[src/rtl/alu_op_sequencer_if.sv]
// Bus between the fetch/ALU/register-file environment and the ALU op sequencer.
// The environment (master) offers instructions and returns ALU results; the
// sequencer (slave) steers the datapath and reports retirement.
interface alu_op_sequencer_if;
  logic [15:0] IR_In;
  logic        IR_Valid;
  logic        IR_Ready;
  logic [15:0] ALU_Out;
  logic [15:0] IR_Out;
  logic [2:0]  SR1_Addr;
  logic [2:0]  SR2_Addr;
  logic        SR2MUX_Control;
  logic [1:0]  ALUMUX_Control;
  logic [2:0]  DR_Addr;
  logic        RF_WE;
  logic [15:0] RF_Data;
  logic [2:0]  NZP;
  logic        Done;
  logic        Illegal;

  modport master (
    output IR_In, IR_Valid, ALU_Out,
    input  IR_Ready, IR_Out, SR1_Addr, SR2_Addr, SR2MUX_Control,
           ALUMUX_Control, DR_Addr, RF_WE, RF_Data, NZP, Done, Illegal
  );

  modport slave (
    input  IR_In, IR_Valid, ALU_Out,
    output IR_Ready, IR_Out, SR1_Addr, SR2_Addr, SR2MUX_Control,
           ALUMUX_Control, DR_Addr, RF_WE, RF_Data, NZP, Done, Illegal
  );
endinterface

[src/rtl/alu_op_sequencer.sv]
// ALU op sequencer: accepts ADD/AND/NOT instructions, steers the ALU muxes,
// captures the ALU result and writes it back while updating NZP.
// Four-state FSM IDLE -> DECODE -> EXEC -> WB; illegal opcodes return to IDLE
// from DECODE with a one-cycle Illegal pulse. All control outputs registered.
module alu_op_sequencer #(
  parameter logic [2:0] CC_RESET = 3'b010
) (
  input  logic               Clk,
  input  logic               Reset,
  alu_op_sequencer_if.slave  bus
);

  typedef enum logic [1:0] {IDLE, DECODE, EXEC, WB} state_t;

  localparam logic [3:0] OP_ADD = 4'b0001;
  localparam logic [3:0] OP_AND = 4'b0101;
  localparam logic [3:0] OP_NOT = 4'b1001;

  state_t      state_q;
  logic [15:0] ir_q;
  logic [15:0] result_q;
  logic [2:0]  nzp_q;
  logic        ir_ready_q;
  logic        rf_we_q;
  logic        done_q;
  logic        illegal_q;
  logic        sr2mux_q;
  logic [1:0]  alumux_q;

  // NOT is only legal with the all-ones low field
  function automatic logic is_legal(input logic [3:0] op, input logic [5:0] low);
    case (op)
      OP_ADD, OP_AND: is_legal = 1'b1;
      OP_NOT:         is_legal = (low == 6'b111111);
      default:        is_legal = 1'b0;
    endcase
  endfunction

  function automatic logic [1:0] alu_sel(input logic [3:0] op);
    case (op)
      OP_ADD:  alu_sel = 2'b00;
      OP_AND:  alu_sel = 2'b01;
      default: alu_sel = 2'b10;
    endcase
  endfunction

  function automatic logic [2:0] nzp_of(input logic [15:0] res);
    if (res[15])              nzp_of = 3'b100;
    else if (res == 16'h0000) nzp_of = 3'b010;
    else                      nzp_of = 3'b001;
  endfunction

  // Sequencer FSM with registered datapath controls and status pulses
  always_ff @(posedge Clk) begin
    if (Reset) begin
      state_q    <= IDLE;
      ir_q       <= 16'h0000;
      result_q   <= 16'h0000;
      nzp_q      <= CC_RESET;
      ir_ready_q <= 1'b1;
      rf_we_q    <= 1'b0;
      done_q     <= 1'b0;
      illegal_q  <= 1'b0;
      sr2mux_q   <= 1'b0;
      alumux_q   <= 2'b11;
    end else begin
      case (state_q)
        IDLE: begin
          if (bus.IR_Valid) begin
            // Legality is decided at acceptance so Illegal lands in DECODE
            ir_q       <= bus.IR_In;
            illegal_q  <= !is_legal(bus.IR_In[15:12], bus.IR_In[5:0]);
            ir_ready_q <= 1'b0;
            state_q    <= DECODE;
          end
        end
        DECODE: begin
          illegal_q <= 1'b0;
          if (is_legal(ir_q[15:12], ir_q[5:0])) begin
            alumux_q <= alu_sel(ir_q[15:12]);
            sr2mux_q <= (ir_q[15:12] != OP_NOT) && ir_q[5];
            state_q  <= EXEC;
          end else begin
            ir_ready_q <= 1'b1;
            state_q    <= IDLE;
          end
        end
        EXEC: begin
          result_q <= bus.ALU_Out;
          rf_we_q  <= 1'b1;
          done_q   <= 1'b1;
          state_q  <= WB;
        end
        WB: begin
          nzp_q      <= nzp_of(result_q);
          rf_we_q    <= 1'b0;
          done_q     <= 1'b0;
          alumux_q   <= 2'b11;
          sr2mux_q   <= 1'b0;
          ir_ready_q <= 1'b1;
          state_q    <= IDLE;
        end
        default: begin
          rf_we_q    <= 1'b0;
          done_q     <= 1'b0;
          illegal_q  <= 1'b0;
          alumux_q   <= 2'b11;
          sr2mux_q   <= 1'b0;
          ir_ready_q <= 1'b1;
          state_q    <= IDLE;
        end
      endcase
    end
  end

  assign bus.IR_Ready       = ir_ready_q;
  assign bus.IR_Out         = ir_q;
  assign bus.SR1_Addr       = ir_q[8:6];
  assign bus.SR2_Addr       = ir_q[2:0];
  assign bus.DR_Addr        = ir_q[11:9];
  assign bus.SR2MUX_Control = sr2mux_q;
  assign bus.ALUMUX_Control = alumux_q;
  assign bus.RF_WE          = rf_we_q;
  assign bus.RF_Data        = result_q;
  assign bus.NZP            = nzp_q;
  assign bus.Done           = done_q;
  assign bus.Illegal        = illegal_q;

endmodule

[src/flat_wrapper.sv]
// flat-port wrapper written by rule: the top's interface ports become plain ports
module alu_op_sequencer_flat 
#(
  parameter logic [2:0] CC_RESET = 3'b010
)
  (Clk, Reset, bus_IR_In, bus_IR_Valid, bus_ALU_Out, bus_IR_Ready, bus_IR_Out, bus_SR1_Addr, bus_SR2_Addr, bus_SR2MUX_Control, bus_ALUMUX_Control, bus_DR_Addr, bus_RF_WE, bus_RF_Data, bus_NZP, bus_Done, bus_Illegal);
  alu_op_sequencer_if bus_i ();
  input  logic Clk;
  input  logic Reset;
  input wire logic [$bits(bus_i.IR_In)-1:0] bus_IR_In;
  input wire logic [$bits(bus_i.IR_Valid)-1:0] bus_IR_Valid;
  input wire logic [$bits(bus_i.ALU_Out)-1:0] bus_ALU_Out;
  output wire logic [$bits(bus_i.IR_Ready)-1:0] bus_IR_Ready;
  output wire logic [$bits(bus_i.IR_Out)-1:0] bus_IR_Out;
  output wire logic [$bits(bus_i.SR1_Addr)-1:0] bus_SR1_Addr;
  output wire logic [$bits(bus_i.SR2_Addr)-1:0] bus_SR2_Addr;
  output wire logic [$bits(bus_i.SR2MUX_Control)-1:0] bus_SR2MUX_Control;
  output wire logic [$bits(bus_i.ALUMUX_Control)-1:0] bus_ALUMUX_Control;
  output wire logic [$bits(bus_i.DR_Addr)-1:0] bus_DR_Addr;
  output wire logic [$bits(bus_i.RF_WE)-1:0] bus_RF_WE;
  output wire logic [$bits(bus_i.RF_Data)-1:0] bus_RF_Data;
  output wire logic [$bits(bus_i.NZP)-1:0] bus_NZP;
  output wire logic [$bits(bus_i.Done)-1:0] bus_Done;
  output wire logic [$bits(bus_i.Illegal)-1:0] bus_Illegal;
  assign bus_i.IR_In = bus_IR_In;
  assign bus_i.IR_Valid = bus_IR_Valid;
  assign bus_i.ALU_Out = bus_ALU_Out;
  assign bus_IR_Ready = bus_i.IR_Ready;
  assign bus_IR_Out = bus_i.IR_Out;
  assign bus_SR1_Addr = bus_i.SR1_Addr;
  assign bus_SR2_Addr = bus_i.SR2_Addr;
  assign bus_SR2MUX_Control = bus_i.SR2MUX_Control;
  assign bus_ALUMUX_Control = bus_i.ALUMUX_Control;
  assign bus_DR_Addr = bus_i.DR_Addr;
  assign bus_RF_WE = bus_i.RF_WE;
  assign bus_RF_Data = bus_i.RF_Data;
  assign bus_NZP = bus_i.NZP;
  assign bus_Done = bus_i.Done;
  assign bus_Illegal = bus_i.Illegal;
  alu_op_sequencer #(.CC_RESET(CC_RESET)) u_core (.Clk(Clk), .Reset(Reset), .bus(bus_i));
endmodule
[config.mk]
export PLATFORM = sky130hd
export DESIGN_NAME = alu_op_sequencer_flat
export DESIGN_NICKNAME = d
export VERILOG_FILES = /design/src/rtl/alu_op_sequencer_if.sv /design/src/rtl/alu_op_sequencer.sv /design/src/flat_wrapper.sv
export SDC_FILE = /design/constraint.sdc
export NUM_CORES = 1
export LEC_CHECK = 0
export ABC_AREA = 1
export CAP_MARGIN = 20
export CORE_MARGIN = 2
export CORE_UTILIZATION = 40
export DETAILED_ROUTE_END_ITERATION = 6
export GPL_ROUTABILITY_DRIVEN = 0
export PLACE_DENSITY_LB_ADDON = 0.25
export SLEW_MARGIN = 20
export SYNTH_ARGS = -nofsm -noshare
export SYNTH_HDL_FRONTEND = slang
export SYNTH_SLANG_ARGS = --single-unit
export TNS_END_PERCENT = 1
[constraint.sdc]
create_clock -name Clk -period 1.3 [get_ports Clk]
set_input_delay 0.13 -clock Clk [delete_from_list [all_inputs] [get_ports Clk]]
set_output_delay 0.13 -clock Clk [all_outputs]
set_load 0.01 [all_outputs]
==> results by group, run 1 <==
Outcome
  – Run status: complete, no violations

Synthesis
  – Syn nets: 266
  – Largest cells by area after synthesis: dfxtp_1 49%, nor2_1 14%, o21ai_0 9.1%, buf_4 4.3%, nand2_1 4.3%
  – Post-Synth Simple-Gate Area: 0.245
  – Post-synthesis adder-cell area fraction: 0
  – Leading area contributor after synthesis: dfxtp_1
  – Synthesized cell area: around 0.0018 mm²
  – Post-Synth XOR/XNOR Area: 0
  – Post-Syn Area per Cell: 7.59 µm²
  – Mux contribution to synthesized area: 0
  – Mapped Cells: roughly 230
  – Top-area cell type share of the netlist area: 0.491
  – Synthesis warning total: 0
  – Largest family of logic cells by synthesized area: simple AND/OR/NAND/NOR gates
  – Post-synthesis compound-gate area fraction: 0.146
  – Top-count cell post-synth: nor2_1
  – Seq/Total Area, Yosys: 0.491
  – Distinct cells, synth: 24
  – Most used flip-flop cell after synthesis: dfxtp_1
  – Synth top cells by count: 67 x nor2_1, 43 x dfxtp_1, 32 x o21ai_0
  – Synth Register Bits: 43
  – Async SR Flop Fraction: 0
  – Number of synthesized flops with an enable pin: 0

Clocking
  – Clock Latency Late Sink: 290 ps
  – Number of CTS-inserted buffers: 5
  – Clock Path Buffers: 2
  – Clock Pin Slew Worst Setup and Hold Paths: 70 ps
  – CTS Hold Buffers Added: 0
  – # clock sinks: 43
  – Root Driver: clkbuf_8
  – CTS tree: built
  – H-tree lvl count: 2

Pwr
  – Total power: 2.73 mW
  – VDD IR max: slightly below 0.6 mV
  – Power Density: 1050 mW/mm²
  – Leak: around 1.3 nW

Layout
  – Area of the multi-input gates: approximately 690 µm²
  – Share of post-route cells with drive strength above 1: 0.0777
  – Post-route non-filler standard cell count: 361
  – Final nets: 345
  – FF/Latch Area: roughly 870 µm²
  – N_diodes: 0
  – P&R area growth vs syn: 47.7%
  – Design area: 0.00259 mm²
  – Filler Cell Count: between 400 and 500

Global route
  – Vias in the first global route: about 1,500
  – Largest net degree at the start of global routing: 23
  – Total global routing overflow: 0
  – Initial antenna violation count: 0
  – Global-route wire length before repair: between 6000 and 7000 µm
  – Gr usage total: 0.178

Critical path
  – Crit path max fanout: 22
  – Worst path slowest cell: dfxtp_1
  – Crit start category: flip-flop
  – Crit-path cells: inv_1 > nor2_4 > inv_2 > o21ai_0 > a21oi_1
  – Family with the most delay on the worst path: flip-flops
  – WS Path Type: flip-flop to flip-flop
  – Critical Path End Type: flip-flop
  – CP bufs+invs: 2
  – Worst EP arrival: 1340 ps
  – Critical Path Max Stage Delay: 420 ps
  – Worst EP required: 1470 ps

Floorplan
  – Die Ht: 70.2 µm
  – Die area: 0.00493 mm²
  – Initial Util: 0.409
  – Row count: 24
  – Io pins: 86
  – Core area: approximately 0.0043 mm²
  – Die width: 70.2 µm

Timing
  – Final setup vio count: 0
  – Hold Vio Cnt, Final: 0
  – RSZ-0062 raised after global routing: false
  – Highest clock rate: around 860 MHz
  – Fin crit share: 0.897
  – Worst Hold Margin: 416 ps
  – Relative slew slack: 0.763
  – Clk_skew: around 4.1 ps
  – Post-layout min period: 1170 ps
  – Worst-Margin Slew: 356 ps
  – Fin Setup TNS: 0 ps
  – Max-slew violations: 0

Placed design
  – DP Cell Count: ~360
  – Hpwl dp: 3030 µm
  – Port bufs: 85
  – Placed cell area: 0.00257 mm²

Route
  – Drc violations: 0
  – Starting DRT DRC Count: about 130
  – WL per Instance: 11.4 µm
  – Drt first pass iters: 4
  – Vias: 1,676
  – Routed Wire Length: 4120 µm
  – Final ANT Viol Nets: 0
  – Vias per inst: 4.64

Min path
  – Hold Path Class: input port to flip-flop

Job
  – MaxCap Viol Count: 0
==> worst min-delay path, stage by stage <==
cell	delay (ps)
clkdlybuf4s50_1	390
nor2_1	100
nor2_1	50
==> power by group <==
part           switching, mW  leakage (nW)  internal, mW
combinational          0.242         0.892         0.268
clock                  0.411        0.0371         0.358
sequential            0.0559         0.353          1.40
==> sequential cells by signal (all words and copies together), names as in the netlist, named ones only <==
register and cells:
u_core.bus.RF_WE 1, u_core.bus.ALUMUX_Control 2, u_core.bus.IR_Ready 1, u_core.bus.Illegal 1, u_core.bus.RF_Data 16, u_core.state_q 1, u_core.bus.SR2MUX_Control 1, u_core.bus.NZP 3
u_core.bus.IR_Out 16
==> logic make-up (layout without fill, tap and decap cells) <==
| family | Yosys count | after routing |
|---|---|---|
| AO/OA/AOI/OAI | 49 | 49 |
| buffers and inverters | 35 | 113 |
| AND/OR/NAND/NOR | 104 | 104 |
| flip-flops | 43 | 43 |
==> metrics by stage <==
step	util	worst slack [ps]
3_5_place_dp	0.598	31.5
5_1_grt	0.603	17.6
6_report	0.603	134
2_1_floorplan	-	203
4_1_cts	0.601	0.500
3_3_place_gp	0.598	57.0
==> path summary, 6_finish.rpt <==
kind                           end           startpoint  slack [ps]  depth (start not counted)
max          u_core.bus.RF_Data[0]            flip-flop         130                          5
min          u_core.bus.RF_Data[9]       bus_ALU_Out[9]         420                          3
max reg2reg  u_core.bus.RF_Data[0]            flip-flop         130                          5
min reg2reg    u_core.bus.IR_Ready  u_core.bus.IR_Ready         450                          2
==> layout by cell type (no fill, tap or decap) <==
cell / count
a22oi_1: 1
nand4_1: 2
clkdlybuf4s50_1: 34
clkbuf_8: 5
nor3_1: 2
buf_4: 7
o21a_1: 1
nor3b_1: 1
a21oi_1: 11
nor2_1: 66
nand3b_1: 1
nand2_1: 20
inv_2: 2
o31ai_1: 1
dlygate4sd2_1: 50
nor2_2: 1
o21ai_1: 2
nand3_1: 7
o211ai_1: 1
nor2_4: 1
o21ai_0: 32
dfxtp_1: 38
inv_1: 13
clkbuf_1: 1
dfxtp_2: 5
dlymetal6s2s_1: 1
nand2_2: 3
==> area by class of cell <==
| cell class | instances | area share |
|---|---|---|
| Timing Repair Buffer | 92 | 0.325 |
| Tap cell | 52 | 0.0251 |
| Inverter | 15 | 0.0217 |
| Multi-Input combinational cell | 153 | 0.265 |
| Sequential cell | 43 | 0.335 |
| Clock buffer | 6 | 0.0280 |
==> per-layer routing <==
metal / GRT usage / vias to the layer above / wire (µm)
met4: 0.0641 / 0 / 61
met2: 0.281 / 61 / 1840
met5: 0 / - / 0
met1: 0.218 / 724 / 1850
met3: 0.0722 / 6 / 363
li1: - / 885 / -
==> what timing repair did <==
item / in CTS / in global routing
hold endpoints to repair: 0 / 0
gates resized for setup: 50 / 7
endpoints found under the setup margin: 50 / 5
setup buffers: 0 / 0
No activity file was read; power rests on OpenSTA's default activity.
==> run 2, diff against run 1 <==
- GPL_ROUTABILITY_DRIVEN: 0 -> 1
==> results of run 2 <==
The final DEF is identical to that of run 1; final timing and power are the same.
